==> config.mk <==
export PLATFORM = sky130hd
export DESIGN_NAME = uart_tx_device
export DESIGN_NICKNAME = d
export VERILOG_FILES = /design/src/rtl/uart_tx_device_pkg.sv /design/src/rtl/uart_tx_fifo.sv /design/src/rtl/uart_tx_device.sv
export SDC_FILE = /design/constraint.sdc
export NUM_CORES = 1
export LEC_CHECK = 0
export ABC_AREA = 0
export CAP_MARGIN = 20
export CORE_ASPECT_RATIO = 1.5
export CORE_MARGIN = 2
export CORE_UTILIZATION = 30
export DETAILED_ROUTE_END_ITERATION = 10
export GPL_ROUTABILITY_DRIVEN = 0
export GPL_TIMING_DRIVEN = 0
export HOLD_SLACK_MARGIN = 0.08
export PLACE_DENSITY = 0.62
export SLEW_MARGIN = 40
export SYNTH_ARGS = -nofsm -noshare
export SYNTH_HDL_FRONTEND = slang
export SYNTH_HIERARCHICAL = 1
export SYNTH_SLANG_ARGS = --single-unit
==> constraint.sdc <==
create_clock -name clk -period 3.8 [get_ports clk]
set_input_delay 0.76 -clock clk [delete_from_list [all_inputs] [get_ports clk]]
set_output_delay 0.76 -clock clk [all_outputs]
set_load 0.03 [all_outputs]
==> src/rtl/uart_tx_device_pkg.sv <==
// Shared definitions for the memory-mapped UART transmitter: register addresses,
// control/status bit positions and the serialiser state encoding.
package uart_tx_device_pkg;

  localparam logic [31:0] UART_TXD_ADDR = 32'h4000_0018;
  localparam logic [31:0] UART_CON_ADDR = 32'h4000_0020;

  localparam int CON_EMPTY_BIT    = 0;
  localparam int CON_FULL_BIT     = 1;
  localparam int CON_BUSY_BIT     = 2;
  localparam int CON_IRQ_EN_BIT   = 3;
  localparam int CON_DONE_BIT     = 4;
  localparam int CON_OVERFLOW_BIT = 5;

  typedef enum logic [1:0] {
    ST_IDLE  = 2'd0,
    ST_START = 2'd1,
    ST_DATA  = 2'd2,
    ST_STOP  = 2'd3
  } tx_state_e;

endpackage

==> src/rtl/uart_tx_fifo.sv <==
// Small synchronous FIFO holding bytes waiting to be serialised. The head entry is
// visible combinationally so the serialiser can load it on the same edge it pops.
module uart_tx_fifo #(
  parameter int DEPTH = 4,
  parameter int WIDTH = 8
) (
  input  logic             clk,
  input  logic             reset,
  input  logic             push,
  input  logic [WIDTH-1:0] push_data,
  input  logic             pop,
  output logic [WIDTH-1:0] pop_data,
  output logic             empty,
  output logic             full
);

  localparam int PW = (DEPTH > 1) ? $clog2(DEPTH) : 1;
  localparam logic [PW-1:0] PTR_LAST = PW'(DEPTH - 1);
  localparam logic [PW:0]   COUNT_FULL = (PW + 1)'(DEPTH);

  logic [WIDTH-1:0] mem [DEPTH];
  logic [PW-1:0]    wr_ptr_reg;
  logic [PW-1:0]    rd_ptr_reg;
  logic [PW:0]      count_reg;
  logic             do_push;
  logic             do_pop;

  assign empty    = (count_reg == '0);
  assign full     = (count_reg == COUNT_FULL);
  assign pop_data = mem[rd_ptr_reg];

  // A push while full is still taken when the head leaves on the same edge.
  assign do_pop  = pop && !empty;
  assign do_push = push && (!full || do_pop);

  always_ff @(posedge clk) begin
    if (do_push) begin
      mem[wr_ptr_reg] <= push_data;
    end
  end

  always_ff @(posedge clk or negedge reset) begin
    if (!reset) begin
      wr_ptr_reg <= '0;
      rd_ptr_reg <= '0;
      count_reg  <= '0;
    end else begin
      if (do_push) begin
        wr_ptr_reg <= (wr_ptr_reg == PTR_LAST) ? '0 : wr_ptr_reg + 1'b1;
      end
      if (do_pop) begin
        rd_ptr_reg <= (rd_ptr_reg == PTR_LAST) ? '0 : rd_ptr_reg + 1'b1;
      end
      if (do_push && !do_pop) begin
        count_reg <= count_reg + 1'b1;
      end else if (do_pop && !do_push) begin
        count_reg <= count_reg - 1'b1;
      end
    end
  end

endmodule

==> src/rtl/uart_tx_device.sv <==
// Memory-mapped UART transmitter: TXD/CON register decode, status flags and
// interrupt, 8N1 serialiser fed from a byte FIFO.
module uart_tx_device
  import uart_tx_device_pkg::*;
#(
  parameter int CLKS_PER_BIT = 5208,
  parameter int FIFO_DEPTH   = 4
) (
  input  logic        clk,
  input  logic        reset,
  input  logic [31:0] Address,
  input  logic [31:0] DeviceData,
  input  logic        writeEn,
  output logic [31:0] ReadData,
  output logic        tx,
  output logic        irq
);

  localparam int TW = (CLKS_PER_BIT > 1) ? $clog2(CLKS_PER_BIT) : 1;
  localparam logic [TW-1:0] BIT_LAST = TW'(CLKS_PER_BIT - 1);

  tx_state_e     state_reg, state_next;
  logic [TW-1:0] timer_reg, timer_next;
  logic [2:0]    idx_reg, idx_next;
  logic [7:0]    shift_reg, shift_next;
  logic          tx_reg, tx_next;
  logic          irq_en_reg, done_reg, overflow_reg;

  logic          wr_txd, wr_con;
  logic          fifo_pop, fifo_empty, fifo_full;
  logic [7:0]    fifo_data;
  logic          done_set, overflow_set, bit_end;
  logic          unused_data_bits;

  assign wr_txd = writeEn && (Address == UART_TXD_ADDR);
  assign wr_con = writeEn && (Address == UART_CON_ADDR);
  assign unused_data_bits = ^DeviceData[31:8];

  uart_tx_fifo #(
    .DEPTH (FIFO_DEPTH),
    .WIDTH (8)
  ) u_fifo (
    .clk       (clk),
    .reset     (reset),
    .push      (wr_txd),
    .push_data (DeviceData[7:0]),
    .pop       (fifo_pop),
    .pop_data  (fifo_data),
    .empty     (fifo_empty),
    .full      (fifo_full)
  );

  assign overflow_set = wr_txd && fifo_full && !fifo_pop;
  assign bit_end      = (timer_reg == BIT_LAST);

  always_ff @(posedge clk or negedge reset) begin
    if (!reset) begin
      state_reg <= ST_IDLE;
      timer_reg <= '0;
      idx_reg   <= '0;
      shift_reg <= '0;
      tx_reg    <= 1'b1;
    end else begin
      state_reg <= state_next;
      timer_reg <= timer_next;
      idx_reg   <= idx_next;
      shift_reg <= shift_next;
      tx_reg    <= tx_next;
    end
  end

  always_comb begin
    state_next = state_reg;
    timer_next = timer_reg;
    idx_next   = idx_reg;
    shift_next = shift_reg;
    fifo_pop   = 1'b0;
    done_set   = 1'b0;
    unique case (state_reg)
      ST_IDLE: begin
        timer_next = '0;
        if (!fifo_empty) begin
          fifo_pop   = 1'b1;
          shift_next = fifo_data;
          state_next = ST_START;
        end
      end
      ST_START: begin
        if (bit_end) begin
          timer_next = '0;
          idx_next   = '0;
          state_next = ST_DATA;
        end else begin
          timer_next = timer_reg + 1'b1;
        end
      end
      ST_DATA: begin
        if (bit_end) begin
          timer_next = '0;
          shift_next = {1'b0, shift_reg[7:1]};
          idx_next   = idx_reg + 1'b1;
          if (idx_reg == 3'd7) begin
            state_next = ST_STOP;
          end
        end else begin
          timer_next = timer_reg + 1'b1;
        end
      end
      ST_STOP: begin
        if (bit_end) begin
          timer_next = '0;
          done_set   = 1'b1;
          // Chain straight into the next frame when more data is queued.
          if (!fifo_empty) begin
            fifo_pop   = 1'b1;
            shift_next = fifo_data;
            state_next = ST_START;
          end else begin
            state_next = ST_IDLE;
          end
        end else begin
          timer_next = timer_reg + 1'b1;
        end
      end
      default: state_next = ST_IDLE;
    endcase

    // Line level is registered from the next state so tx is glitch-free.
    case (state_next)
      ST_START: tx_next = 1'b0;
      ST_DATA:  tx_next = shift_next[0];
      default:  tx_next = 1'b1;
    endcase
  end

  always_ff @(posedge clk or negedge reset) begin
    if (!reset) begin
      irq_en_reg   <= 1'b0;
      done_reg     <= 1'b0;
      overflow_reg <= 1'b0;
    end else begin
      if (wr_con) begin
        irq_en_reg <= DeviceData[CON_IRQ_EN_BIT];
      end
      if (done_set) begin
        done_reg <= 1'b1;
      end else if (wr_con && DeviceData[CON_DONE_BIT]) begin
        done_reg <= 1'b0;
      end
      if (overflow_set) begin
        overflow_reg <= 1'b1;
      end else if (wr_con && DeviceData[CON_OVERFLOW_BIT]) begin
        overflow_reg <= 1'b0;
      end
    end
  end

  always_comb begin
    ReadData = '0;
    if (Address == UART_CON_ADDR) begin
      ReadData[CON_EMPTY_BIT]    = fifo_empty;
      ReadData[CON_FULL_BIT]     = fifo_full;
      ReadData[CON_BUSY_BIT]     = (state_reg != ST_IDLE);
      ReadData[CON_IRQ_EN_BIT]   = irq_en_reg;
      ReadData[CON_DONE_BIT]     = done_reg;
      ReadData[CON_OVERFLOW_BIT] = overflow_reg;
    end
  end

  assign tx  = tx_reg;
  assign irq = done_reg && irq_en_reg;

endmodule

==> flow_summary.toml <==
[setup_path]
critPathRequiredTime_ns = 3.04
critPathLaunchType = "input port"
worstPathCellList = "clkdlybuf4s50_1 -> nor4b_1 -> nand4_1 -> nor4_1 -> clkdlybuf4s50_1"
worst_ep_arrival_time_ns = 2.83
max_stage_delay_ns = 0.74
slowest_stage = "clkdlybuf4s50_1"
crit_fanout = 4
cpMostUsedCell = "clkdlybuf4s50_1"
worst-path-buf-inv = 2
r2r-start = "timer_reg[0]"
critPathLaunch = "Address[21]"
crit_family = "buffers and inverters"
endpoint_kind = "primary output"
path_class = "in2out"

[cts]
ctsHtreeMaxLevel = 3
tritoncts = "done"
cts.path.max_buffers = 2
cts_made_buffers = 9
ctsRootBufferMaster = "clkbuf_16"
numClockSinks = 69
ctsHoldBuffers = 0
clk_pin_slew_worst_paths_ns = 0.05
clk-insertion-delay-late_ns = 0.33

[synth]
synthCells = 285
seq_area_frac_synth_pct = 51.5
synthAdderAreaFrac_pct = 5.66
synth_area_leaders = "edfxtp_1 26%, dfrtp_1 25%, buf_4 5.5%"
synth_edf_count = 32
synth_xor_area_share_pct = 2.86
yosys_warnings = 6
synth_top_area_cell = "edfxtp_1"
synthMuxAreaShare_pct = 7.95
synth_top_family_by_area = "simple AND/OR/NAND/NOR gates"
synthFlopType = "dfrtp_1"
synthesis.area_um2 = 3670
netlist.area_leader.share_pct = 26.2
synth_compound_area_share_pct = 9.45
netlist-cell-type-count = 60
synthArstFlopShare_pct = 53.6
ys_ff_latch = 69
synthSimpleGateAreaFrac_pct = 15.3
syn_area_per_cell_um2 = 12.9

[floorplan]
rows = 49
die_h_um = 139
die_area_um2 = 13100
start_util_pct = 30.7
die_w_um = 94.3
fp.coreArea_um2 = 12000
ios = 101

[timing]
period_needed_ns = 3.59
fin_ws_ns = 0.215
worstMarginPinSlew_ns = 0.622
fin_skew_ns = 0.00789
drv_slew = 0
grt_setup_unrepaired = "no"
timing.fmax_ghz = 0.279
relSlewSlack_pct = 58.3
hold_viol = 0
setup_viol = 0
tns_ns = 0
period_share_pct = 94.3

[final_layout]
antenna_cells = 0
drive_above_1_share_pct = 22.0
fillers = 1137
mostFrequentLayoutCells = "44 x clkdlybuf4s50_1, 36 x dfrtp_1, 32 x edfxtp_1"
fin_area_um2 = 4780
multiInputGateArea_um2 = 1620
nNetsFinal = 457
largest_reg_flops = 32
fin_cells = 531
final_common_cell = "clkdlybuf4s50_1"
syn2layout_area_growth_pct = 30.4
regArea_um2 = 1890

[global_route]
antenna_found_initial = 0
grt-ovfl-total = 0
grt_pass1_wl_um = 12000
grt_start_max_net_pins = 38
grt.total_usage_pct = 11.8
grt_pass1_vias = 2502

[status]
outcome = "complete, no violations"

[min_path]
hp-class = "in2async"

[placed_design]
dpl.cell_count = 513
io_buffers = 50
dp_hpwl_um = 5470
dp_slack_ns = -0.0180
placedInstanceArea_um2 = 4450

[pwr]
ir_drop_mv = 0.289
p_leak_uw = 0.00196
powerDensity_nw_per_um2 = 356

[route]
wire_per_inst_um = 13.8
wl_um = 7310
drc = 0
drtIter0Drc = 97
vias = 2433
final_antenna_net_count = 0
drt-pass1-iter-count = 4
vias_per_cell = 4.58

[flow_run]
cap_violations = 0
[per-layer routing]
layer | global-route usage (%) | wire [um] | up-vias | share of wire, %
li1 | - | - | 1176 | -
met1 | 13.1 | 2920 | 1193 | 40
met2 | 21.2 | 3990 | 58 | 55
met3 | 2.71 | 313 | 6 | 4.3
met4 | 5.03 | 82 | 0 | 1.1
met5 | 0 | 0 | - | 0
[synth_stat cells, types with 2 or more instances]
| cell type | count |
|---|---|
| o21ai_0 | 6 |
| mux2_4 | 2 |
| mux4_2 | 8 |
| nor2_1 | 23 |
| edfxtp_1 | 32 |
| nor2b_1 | 2 |
| and2_1 | 8 |
| xor2_1 | 7 |
| nor3_1 | 4 |
| nor4_1 | 8 |
| clkbuf_1 | 2 |
| dfrtp_1 | 36 |
| nor3_2 | 2 |
| nand4_1 | 6 |
| xnor2_1 | 5 |
| nand3_1 | 9 |
| nor4b_1 | 2 |
| a21oi_1 | 5 |
| a22o_1 | 15 |
| buf_4 | 27 |
| ha_1 | 15 |
| nand2_1 | 9 |
| mux2_2 | 6 |
| or3_1 | 2 |
| inv_1 | 9 |
[metrics by stage]
stage          hold slack [ns]  power [uW]  util (%)
6_report                 0.403        1700      40.0
5_1_grt                  0.436        1770      40.0
4_1_cts                  0.416        1730      39.7
3_5_place_dp             0.470         911      37.2
3_3_place_gp             0.461         910      37.3
2_1_floorplan            0.432         854         -
[cell families (layout without fill, tap and decap cells)]
kind of cell | count (synthesis) | count (layout)
AOI/OAI and AO/OA | 38 | 38
xor gates and xnor gates | 12 | 12
adders and majority gates | 16 | 16
buffers and inverters | 41 | 109
DFF | 69 | 69
muxes | 17 | 17
other | 1 | 26
and+or+nand+nor | 91 | 91
[worst reg2reg max path, delay by kind of cell, from the launching register on]
kind / cells / cell delay [ns]
simple gates: 3 / 0.87
xor+xnor: 2 / 0.31
fa+ha+maj: 3 / 0.84
buf+inv: 2 / 0.21
flops: 1 / 0.38
compound gates: 2 / 0.43
[worst paths after layout]
check / endpoint / slack [ns] / depth (start not counted)
setup reg to reg: u_fifo/count_reg[2] / 0.70 / 12
hold reg to reg: timer_reg[0] / 0.48 / 1
setup / recovery: ReadData[2] / 0.21 / 5
max in group asynchronous: tx / 3.04 / 1
hold / removal: timer_reg[8] / 0.40 / 1
min in group clk: timer_reg[0] / 0.48 / 1
[area by class of cell]
class                      count  share of cell area (%)
buffer                        32                    4.81
clock buffer                   9                    4.71
clock inverter                 6                    1.33
multi-input combinational    200                    33.8
sequential                    69                    39.5
tap                          153                    4.00
inverter                       9                   0.706
timing repair buffer          53                    11.1
[report_power, final]
part / total (uW) / internal, uW / switching [uW]
combinational: 114 / 57.1 / 57.0
sequential: 783 / 783 / 0.00000107
clock: 807 / 503 / 304
total: 1700 / 1340 / 361
[timing repair]
item | 4_1_cts | 5_1_grt
gates cloned | 0 | 0
setup endpoints to repair | 4 | 6
setup buffers | 0 | 3
pin swaps | 0 | 3
resized for setup | 1 | 5
Note: power is estimated with default switching activity, not from simulation.
